File: src/rtl/scan_sel_gen.sv
// Time-multiplexed digit scanner that drives a 2-to-4 decoder, blanking its enable around every select change.
// Optional leading-zero blanking is compiled in with `define SCAN_LZ_BLANK_EN.
module scan_sel_gen #(
  parameter int DIV   = 4,
  parameter int GUARD = 2
) (
  input  logic        clk,
  input  logic        rst_n,
  input  logic        run,
  input  logic [15:0] dig_in,
  input  logic        dig_ld,
  output logic [1:0]  sel,
  output logic        sel_en,
  output logic [3:0]  hex_out,
  output logic        frame_done
);

  localparam int SW = (DIV > 1) ? $clog2(DIV) : 1;
  localparam int GW = (GUARD > 1) ? $clog2(GUARD) : 1;
  localparam logic [SW-1:0] SLOT_LAST  = SW'(DIV - 1);
  localparam logic [GW-1:0] GUARD_LAST = GW'(GUARD - 1);

  typedef enum logic [1:0] {IDLE, ACTIVE, GUARD_S} state_t;

  state_t        state;
  logic [SW-1:0] slot_cnt;
  logic [GW-1:0] guard_cnt;
  logic [15:0]   pending;
  logic [15:0]   active;

  logic [15:0] next_frame;
  logic [1:0]  sel_inc;
  logic        wrap;
  logic [15:0] active_adv;
  logic        en_cur;
  logic        en_adv;

  // A load strobe coinciding with a frame start wins over the pending copy.
  assign next_frame = dig_ld ? dig_in : pending;
  assign sel_inc    = sel + 2'd1;
  assign wrap       = (sel == 2'd3);
  assign active_adv = wrap ? next_frame : active;

  function automatic logic [3:0] nib(input logic [15:0] a, input logic [1:0] s);
    return a[{s, 2'b00} +: 4];
  endfunction

`ifdef SCAN_LZ_BLANK_EN
  function automatic logic lz_en(input logic [15:0] a, input logic [1:0] s);
    case (s)
      2'd3:    return a[15:12] != 4'd0;
      2'd2:    return a[15:8]  != 8'd0;
      2'd1:    return a[15:4]  != 12'd0;
      default: return 1'b1;
    endcase
  endfunction
  assign en_cur = lz_en(active, sel);
  assign en_adv = lz_en(active_adv, sel_inc);
`else
  assign en_cur = 1'b1;
  assign en_adv = 1'b1;
`endif

  always_ff @(posedge clk or negedge rst_n) begin
    if (!rst_n) begin
      state      <= IDLE;
      slot_cnt   <= '0;
      guard_cnt  <= '0;
      pending    <= '0;
      active     <= '0;
      sel        <= '0;
      sel_en     <= 1'b0;
      hex_out    <= '0;
      frame_done <= 1'b0;
    end else begin
      frame_done <= 1'b0;
      if (dig_ld) pending <= dig_in;
      case (state)
        IDLE: begin
          if (run) begin
            state     <= ACTIVE;
            sel       <= 2'd0;
            sel_en    <= 1'b1;
            active    <= next_frame;
            hex_out   <= next_frame[3:0];
            slot_cnt  <= '0;
            guard_cnt <= '0;
          end
        end
        ACTIVE: begin
          if (!run) begin
            state     <= IDLE;
            sel_en    <= 1'b0;
            slot_cnt  <= '0;
            guard_cnt <= '0;
          end else if (slot_cnt == SLOT_LAST) begin
            slot_cnt <= '0;
            if (GUARD == 0) begin
              sel        <= sel_inc;
              sel_en     <= en_adv;
              hex_out    <= nib(active_adv, sel_inc);
              active     <= active_adv;
              frame_done <= wrap;
            end else begin
              state     <= GUARD_S;
              sel_en    <= 1'b0;
              guard_cnt <= '0;
            end
          end else begin
            slot_cnt <= slot_cnt + SW'(1);
          end
        end
        GUARD_S: begin
          if (!run) begin
            state     <= IDLE;
            sel_en    <= 1'b0;
            slot_cnt  <= '0;
            guard_cnt <= '0;
          end else begin
            // Select moves on the first guard edge so it settles before enable returns.
            if (guard_cnt == '0) begin
              sel        <= sel_inc;
              hex_out    <= nib(active_adv, sel_inc);
              active     <= active_adv;
              frame_done <= wrap;
            end
            if (guard_cnt == GUARD_LAST) begin
              state     <= ACTIVE;
              sel_en    <= en_cur;
              guard_cnt <= '0;
            end else begin
              guard_cnt <= guard_cnt + GW'(1);
            end
          end
        end
        default: state <= IDLE;
      endcase
    end
  end

endmodule

File: config.mk
export PLATFORM = sky130hd
export DESIGN_NAME = scan_sel_gen
export DESIGN_NICKNAME = d
export VERILOG_FILES = /design/src/rtl/scan_sel_gen.sv
export SDC_FILE = /design/constraint.sdc
export NUM_CORES = 1
export LEC_CHECK = 0
export ABC_AREA = 1
export ABC_CLOCK_PERIOD_IN_PS = 3500
export CAP_MARGIN = 20
export CORE_MARGIN = 3
export CORE_UTILIZATION = 63
export CTS_BUF_LIST = sky130_fd_sc_hd__clkbuf_8
export DETAILED_ROUTE_END_ITERATION = 12
export GPL_ROUTABILITY_DRIVEN = 0
export PLACE_DENSITY_LB_ADDON = 0.25
export SETUP_SLACK_MARGIN = 0.05
export SLEW_MARGIN = 20
export SYNTH_ARGS = -nofsm -noshare
export SYNTH_HDL_FRONTEND = slang
export SYNTH_SLANG_ARGS = --single-unit
File: constraint.sdc
create_clock -name clk -period 3.5 [get_ports clk]
set_input_delay 0.7 -clock clk [delete_from_list [all_inputs] [get_ports clk]]
set_output_delay 0.7 -clock clk [all_outputs]
set_load 0.05 [all_outputs]
==> reports/results.md, run 1 <==
Critical path
• **Max stage delay on crit path** 0.90 ns
• **Setup crit end kind** primary output
• **critical-path maximum fanout** 13
• **family of cells with the greatest summed delay on the critical path** buffers and inverters
• **type of the setup path with the least slack** flip-flop to primary output
• **cell breakdown of the critical path** clkdlybuf4s50_1
• **cell at the slowest stage of the critical path** sky130_fd_sc_hd__clkdlybuf4s50_1
• **flop-to-flop setup slack** 1.11 ns
• **Worst setup SP type** flip-flop
• **CP bufs+invs** 1
• **data arrival at the endpoint of the critical path** 1.85 ns
• **required time of the critical path** 2.80 ns

Clock tree
• **Clk pin slew, worst setup/hold paths** 0.08 ns
• **post-CTS setup buffers** 0
• **CTS Sinks** 45
• **post-cts hold buffer count** 0
• **worst-case clock buffer depth** 2
• **H-tree depth** 2
• **clock network latency to the later pin of the worst-skew pair** 0.30 ns
• **number of gates given a new drive strength after cts** 0
• **root buffer cell** sky130_fd_sc_hd__clkbuf_8
• **cts bufs inserted** 5
• **CTS tree** built

Finish
• **summed area of non-filler cells in the final layout** 2840 um^2
• **nets** 354
• **layout overhead on the synthesized area** 13.0%
• **most common cell after layout, fill and taps aside** sky130_fd_sc_hd__nand2_1
• **diode count** 0
• **most frequent cells in the layout** sky130_fd_sc_hd__nand2_1 (62), sky130_fd_sc_hd__dfrtp_1 (45), sky130_fd_sc_hd__nand3_1 (42)
• **fraction of layout cells with a size suffix above 1** 15.4%

Yosys
• **number of instances in the synthesized netlist** 309
• **synthesized net count** 331
• **Mean Syn Cell Area** 8.14 um^2
• **total of flip-flops plus latches after synthesis** 45
• **Syn Std Cell Area** 2520 um^2
• **Netlist cell types** 23
• **count of warnings emitted by yosys** 0
• **part of the Yosys area used for sequential elements** 44.8%

Timing
• **Tightest Pin Transition** 0.767 ns
• **Slew Limit Fails** 0
• **worst slew margin relative to its limit** 48.7%
• **post-route clock period utilization** 73.0%
• **Fin Clk Skew** 0.00645 ns
• **Setup violations, final** 0
• **unrepaired setup endpoints after global routing** no
• **final sum of negative setup slack** 0 ns
• **time the worst path needs with I/O delays and setup** 2.55 ns
• **worst hold margin** 0.292 ns
• **fmax** 0.391 GHz
• **final hold violations** 0

Route
• **vias per inst** 5.60
• **average wire per cell in the routed design** 15.1 um
• **Post-DRT Antenna Nets** 0
• **first-iteration detailed-routing DRC count** 174
• **number of detailed-route iterations in the first pass** 4
• **DRC violations left** 0
• **Routed WL** 5740 um
• **count of vias placed by the detailed router** 2,129

Floorplan
• **number of primary I/O pins** 28
• **core box area** 3740 um^2
• **FP Rows** 22
• **Initial Utilization** 67.2%
• **Die Y** 69.2 um
• **die area** 4790 um^2
• **die boundary width** 69.2 um

Placed design
• **placed cell area** 2740 um^2
• **detailed placement HPWL** 3980 um
• **IO buf count** 27

Power and ir drop
• **static power due to leakage** 1.33 nW
• **worst vdd rail ir drop** 0.419 mV
• **Power, Total** 2.12 mW
• **pwr/cell area** 747 nW/um^2

Global routing
• **antenna violations before repair** 0
• **first-pass GRT wire length** 10,100 um
• **gr usage total** 26.3%
• **maximum number of pins on one net before global-route repair** 46
• **via count of the first global-routing pass** 2,284
• **GRT Residual Overflow** 0

Outcome
• **run status** complete, no violations

Flow run
• **maxcap violations** 0

Hold path
• **worst hold path class** primary input to asynchronous set/reset pin

[Yosys cell counts]
cell | n | area (um^2)
sky130_fd_sc_hd__and2_1 | 16 | 100
sky130_fd_sc_hd__nand2_2 | 10 | 62.6
sky130_fd_sc_hd__o21ai_2 | 2 | 17.5
sky130_fd_sc_hd__a21oi_1 | 25 | 125
sky130_fd_sc_hd__buf_12 | 1 | 20.0
sky130_fd_sc_hd__ha_1 | 2 | 25.0
sky130_fd_sc_hd__buf_2 | 5 | 25.0
sky130_fd_sc_hd__dfrtp_1 | 45 | 1130
sky130_fd_sc_hd__nand2_1 | 62 | 233
sky130_fd_sc_hd__nand3_1 | 42 | 210
sky130_fd_sc_hd__o211ai_1 | 1 | 7.51
sky130_fd_sc_hd__buf_4 | 4 | 30.0
sky130_fd_sc_hd__inv_8 | 1 | 11.3
sky130_fd_sc_hd__a22oi_1 | 4 | 30.0
sky130_fd_sc_hd__nor2_4 | 1 | 11.3
sky130_fd_sc_hd__o21ai_0 | 7 | 35.0
sky130_fd_sc_hd__inv_2 | 1 | 3.75
sky130_fd_sc_hd__a21oi_2 | 4 | 35.0
sky130_fd_sc_hd__or2_2 | 12 | 75.1
sky130_fd_sc_hd__nor2_1 | 20 | 75.1
sky130_fd_sc_hd__nand3_2 | 10 | 100
sky130_fd_sc_hd__buf_6 | 4 | 45.0
sky130_fd_sc_hd__inv_1 | 30 | 113
[path summary, 6_finish.rpt]
check / startpoint / endpoint / cells past startpoint
max: sel[0]$_DFFE_PN0P_ / sel[0] / 1
min: rst_n / pending[13]$_DFF_PN0_ / 1
max reg2reg: sel[0]$_DFFE_PN0P_ / hex_out[3]$_DFFE_PN0P_ / 9
min reg2reg: slot_cnt[0]$_DFFE_PN0P_ / slot_cnt[0]$_DFFE_PN0P_ / 1
max in group asynchronous: rst_n / hex_out[0]$_DFFE_PN0P_ / 2
min in group clk: slot_cnt[0]$_DFFE_PN0P_ / slot_cnt[0]$_DFFE_PN0P_ / 1
[registers in the layout (all words and copies together) (netlist names)]
| register | flops |
|---|---|
| pending | 16 |
| state | 2 |
| slot_cnt | 2 |
| guard_cnt | 1 |
| active | 16 |
| frame_done | 1 |
| hex_out | 4 |
| sel | 2 |
| sel_en | 1 |
[final cells by class]
cell class | count | area (um^2)
clock buffer | 6 | 82.6
clock inverter | 1 | 3.75
fill | 308 | 901
inverter | 32 | 128
multi-input combinational | 218 | 1140
sequential | 45 | 1130
tap | 48 | 60.1
timing repair buffer | 30 | 300
[cells by family (layout without fill, tap and decap cells)]
logic type | Yosys count | after routing | share of synthesized area (%)
adder cells (fa/ha/maj) | 2 | 2 | 0.994
buffers and inverters | 46 | 69 | 9.85
AO/OA/AOI/OAI | 43 | 43 | 9.95
flip-flops | 45 | 45 | 44.8
AND/OR/NAND/NOR | 173 | 173 | 34.5
[per-stage QoR]
stage	utilization, %	setup WS, ns	cells
5_1_grt	75.9	0.860	380
2_1_floorplan	-	1.75	309
3_3_place_gp	73.1	0.851	372
4_1_cts	75.4	0.941	379
6_report	75.9	0.945	380
3_5_place_dp	73.1	0.776	372
[where the power goes]
part,total [mW],switching [mW],internal [mW],leakage (nW)
combinational,1.00,0.638,0.365,0.737
sequential,0.795,0.107,0.689,0.542
clock,0.327,0.173,0.154,0.0485
[layer usage]
layer	track usage [%]	vias to the layer above	part of all wire [%]
met5	0	-	0
met4	8.89	0	1.4
met3	6.81	9	6.4
met2	46.2	71	50
met1	31.1	1009	42
li1	-	1040	-
(Power assumes the default switching activity.)
==> run 2, diff against run 1 <==
- ABC_CLOCK_PERIOD_IN_PS: 3500 -> 2700
- CORE_UTILIZATION: 63 -> 58
- clock period: 3.5 -> 2.7 ns (I/O delays scaled with it)
==> reports/results.md, run 2 (synthesized netlist as in run 1, its figures left out) <==
Floorplan
• **Die Y** 71.9 um, was 69.2 um
• **die boundary width** 71.9 um, was 69.2 um
• **die area** 5160 um^2, was 4790 um^2
• **number of primary I/O pins** 28, unchanged
• **FP Rows** 23, was 22
• **Initial Utilization** 61.6%, was 67.2%
• **core box area** 4090 um^2, was 3740 um^2

Global routing
• **GRT Residual Overflow** 0, unchanged
• **first-pass GRT wire length** 9450 um, was 10,100 um
• **met3 track utilization from global routing** 4.49%, was 6.81%
• **via count of the first global-routing pass** 2,053, was 2,284
• **GR Layer Usage met2** 37.0%, was 46.2%
• **antenna violations before repair** 0, unchanged
• **met1 demand-to-capacity share in global routing** 32.1%, was 31.1%
• **gr usage total** 23.4%, was 26.3%
• **layer carrying the most global-route usage** met2, unchanged
• **maximum number of pins on one net before global-route repair** 31, was 46

Clock tree
• **CTS tree** built, unchanged
• **H-tree depth** 2, unchanged
• **post-cts hold buffer count** 0, unchanged
• **post-CTS setup buffers** 0, unchanged
• **number of gates given a new drive strength after cts** 0, unchanged
• **root buffer cell** sky130_fd_sc_hd__clkbuf_8, unchanged
• **worst-case clock buffer depth** 2, unchanged
• **Clk pin slew, worst setup/hold paths** 0.08 ns, about the same
• **CTS Sinks** 45, unchanged
• **clock network latency to the later pin of the worst-skew pair** 0.30 ns, about the same
• **cts bufs inserted** 5, unchanged

Critical path
• **cell at the slowest stage of the critical path** sky130_fd_sc_hd__clkdlybuf4s50_1, unchanged
• **Max stage delay on crit path** 0.82 ns, was 0.90 ns
• **type of the setup path with the least slack** flip-flop to primary output, unchanged
• **CP bufs+invs** 1, unchanged
• **Setup crit end kind** primary output, unchanged
• **required time of the critical path** 2.16 ns, was 2.80 ns
• **data arrival at the endpoint of the critical path** 1.54 ns, was 1.85 ns
• **cell breakdown of the critical path** clkdlybuf4s50_1, unchanged
• **family of cells with the greatest summed delay on the critical path** buffers and inverters, unchanged
• **Worst setup SP type** flip-flop, unchanged
• **critical-path maximum fanout** 3, was 13

Timing
• **worst slew margin relative to its limit** 59.2%, was 48.7%
• **unrepaired setup endpoints after global routing** no, unchanged
• **Setup violations, final** 0, unchanged
• **post-route clock period utilization** 77.1%
• **Tightest Pin Transition** 0.612 ns, was 0.767 ns
• **worst hold margin** 0.130 ns, was 0.292 ns
• **Fin Clk Skew** 0.00589 ns, was 0.00645 ns
• **Slew Limit Fails** 0, unchanged
• **final sum of negative setup slack** 0 ns, unchanged
• **fmax** 0.481 GHz
• **time the worst path needs with I/O delays and setup** 2.08 ns
• **final hold violations** 0, unchanged

Route
• **Routed WL** 5270 um, was 5740 um
• **DRC violations left** 0, unchanged
• **Post-DRT Antenna Nets** 0, unchanged
• **average wire per cell in the routed design** 13.7 um, was 15.1 um
• **first-iteration detailed-routing DRC count** 131, was 174
• **vias per inst** 5.32, was 5.60
• **count of vias placed by the detailed router** 2,050, was 2,129
• **number of detailed-route iterations in the first pass** 4, unchanged

Power and ir drop
• **pwr/cell area** 955 nW/um^2, was 747 nW/um^2
• **static power due to leakage** 1.34 nW, was 1.33 nW
• **worst vdd rail ir drop** 0.435 mV, was 0.419 mV

Finish
• **fraction of layout cells with a size suffix above 1** 16.4%, was 15.4%
• **most common cell after layout, fill and taps aside** sky130_fd_sc_hd__nand2_1, unchanged
• **diode count** 0, unchanged
• **nets** 357, was 354
• **post-route core utilization** 70.3%, was 75.9%
• **most frequent cells in the layout** sky130_fd_sc_hd__nand2_1 (62), sky130_fd_sc_hd__dfrtp_1 (45), sky130_fd_sc_hd__nand3_1 (42), unchanged
• **final cell count without fillers** 385, was 380
• **biggest registers after layout** active (16), pending (16), hex_out (4), unchanged
• **layout overhead on the synthesized area** 14.1%, was 13.0%

Flow run
• **maxcap violations** 0, unchanged

Placed design
• **Inst Count DP** 378, was 372
• **detailed placement HPWL** 3750 um, was 3980 um
• **IO buf count** 27, unchanged

Outcome
• **run status** complete, no violations, unchanged

Hold path
• **worst hold path class** primary input to asynchronous set/reset pin, unchanged

run 2: cell type report:
type / count / area (um^2)
Tap cell: 50 / 62.6
Sequential cell: 45 / 1130
Timing Repair Buffer: 33 / 323
Multi-Input combinational cell: 218 / 1140
Clock buffer: 6 / 82.6
Clock inverter: 1 / 7.51
Inverter: 32 / 128
Fill cell: 334 / 1210
run 2: metrics by stage:
step | setup WS (ns) | power [mW] | area [um^2]
floorplan | 0.950 | 2.00 | 2520
global route | 0.556 | 2.98 | 2870
CTS | 0.611 | 2.76 | 2870
detailed placement | 0.437 | 2.32 | 2780
global placement | 0.495 | 2.28 | 2780
finish | 0.619 | 2.74 | 2870
run 2: power by group:
| group | switching (mW) | internal [mW] |
|---|---|---|
| Clock | 0.225 | 0.202 |
| Sequential | 0.118 | 0.893 |
| Combinational | 0.818 | 0.488 |
run 2: worst paths after layout:
kind | startpoint | endpoint | slack (ns) | depth (start not counted)
setup / recovery | sel[0]$_DFFE_PN0P_ | sel[0] | 0.62 | 1
hold / removal | rst_n | pending[6]$_DFF_PN0_ | 0.13 | 1
setup reg to reg | sel[0]$_DFFE_PN0P_ | hex_out[0]$_DFFE_PN0P_ | 0.76 | 9
hold reg to reg | slot_cnt[1]$_DFFE_PN0P_ | slot_cnt[1]$_DFFE_PN0P_ | 0.50 | 2
max in group asynchronous | rst_n | pending[9]$_DFF_PN0_ | 1.86 | 2
min in group clk | slot_cnt[1]$_DFFE_PN0P_ | slot_cnt[1]$_DFFE_PN0P_ | 0.50 | 2
run 2: layer usage:
| layer | share of wire, % | vias to the layer above | wire, um |
|---|---|---|---|
| li1 | - | 1052 | - |
| met1 | 47 | 951 | 2470 |
| met2 | 48 | 38 | 2530 |
| met3 | 3.6 | 9 | 188 |
| met4 | 1.7 | 0 | 88 |
| met5 | 0 | - | 0 |
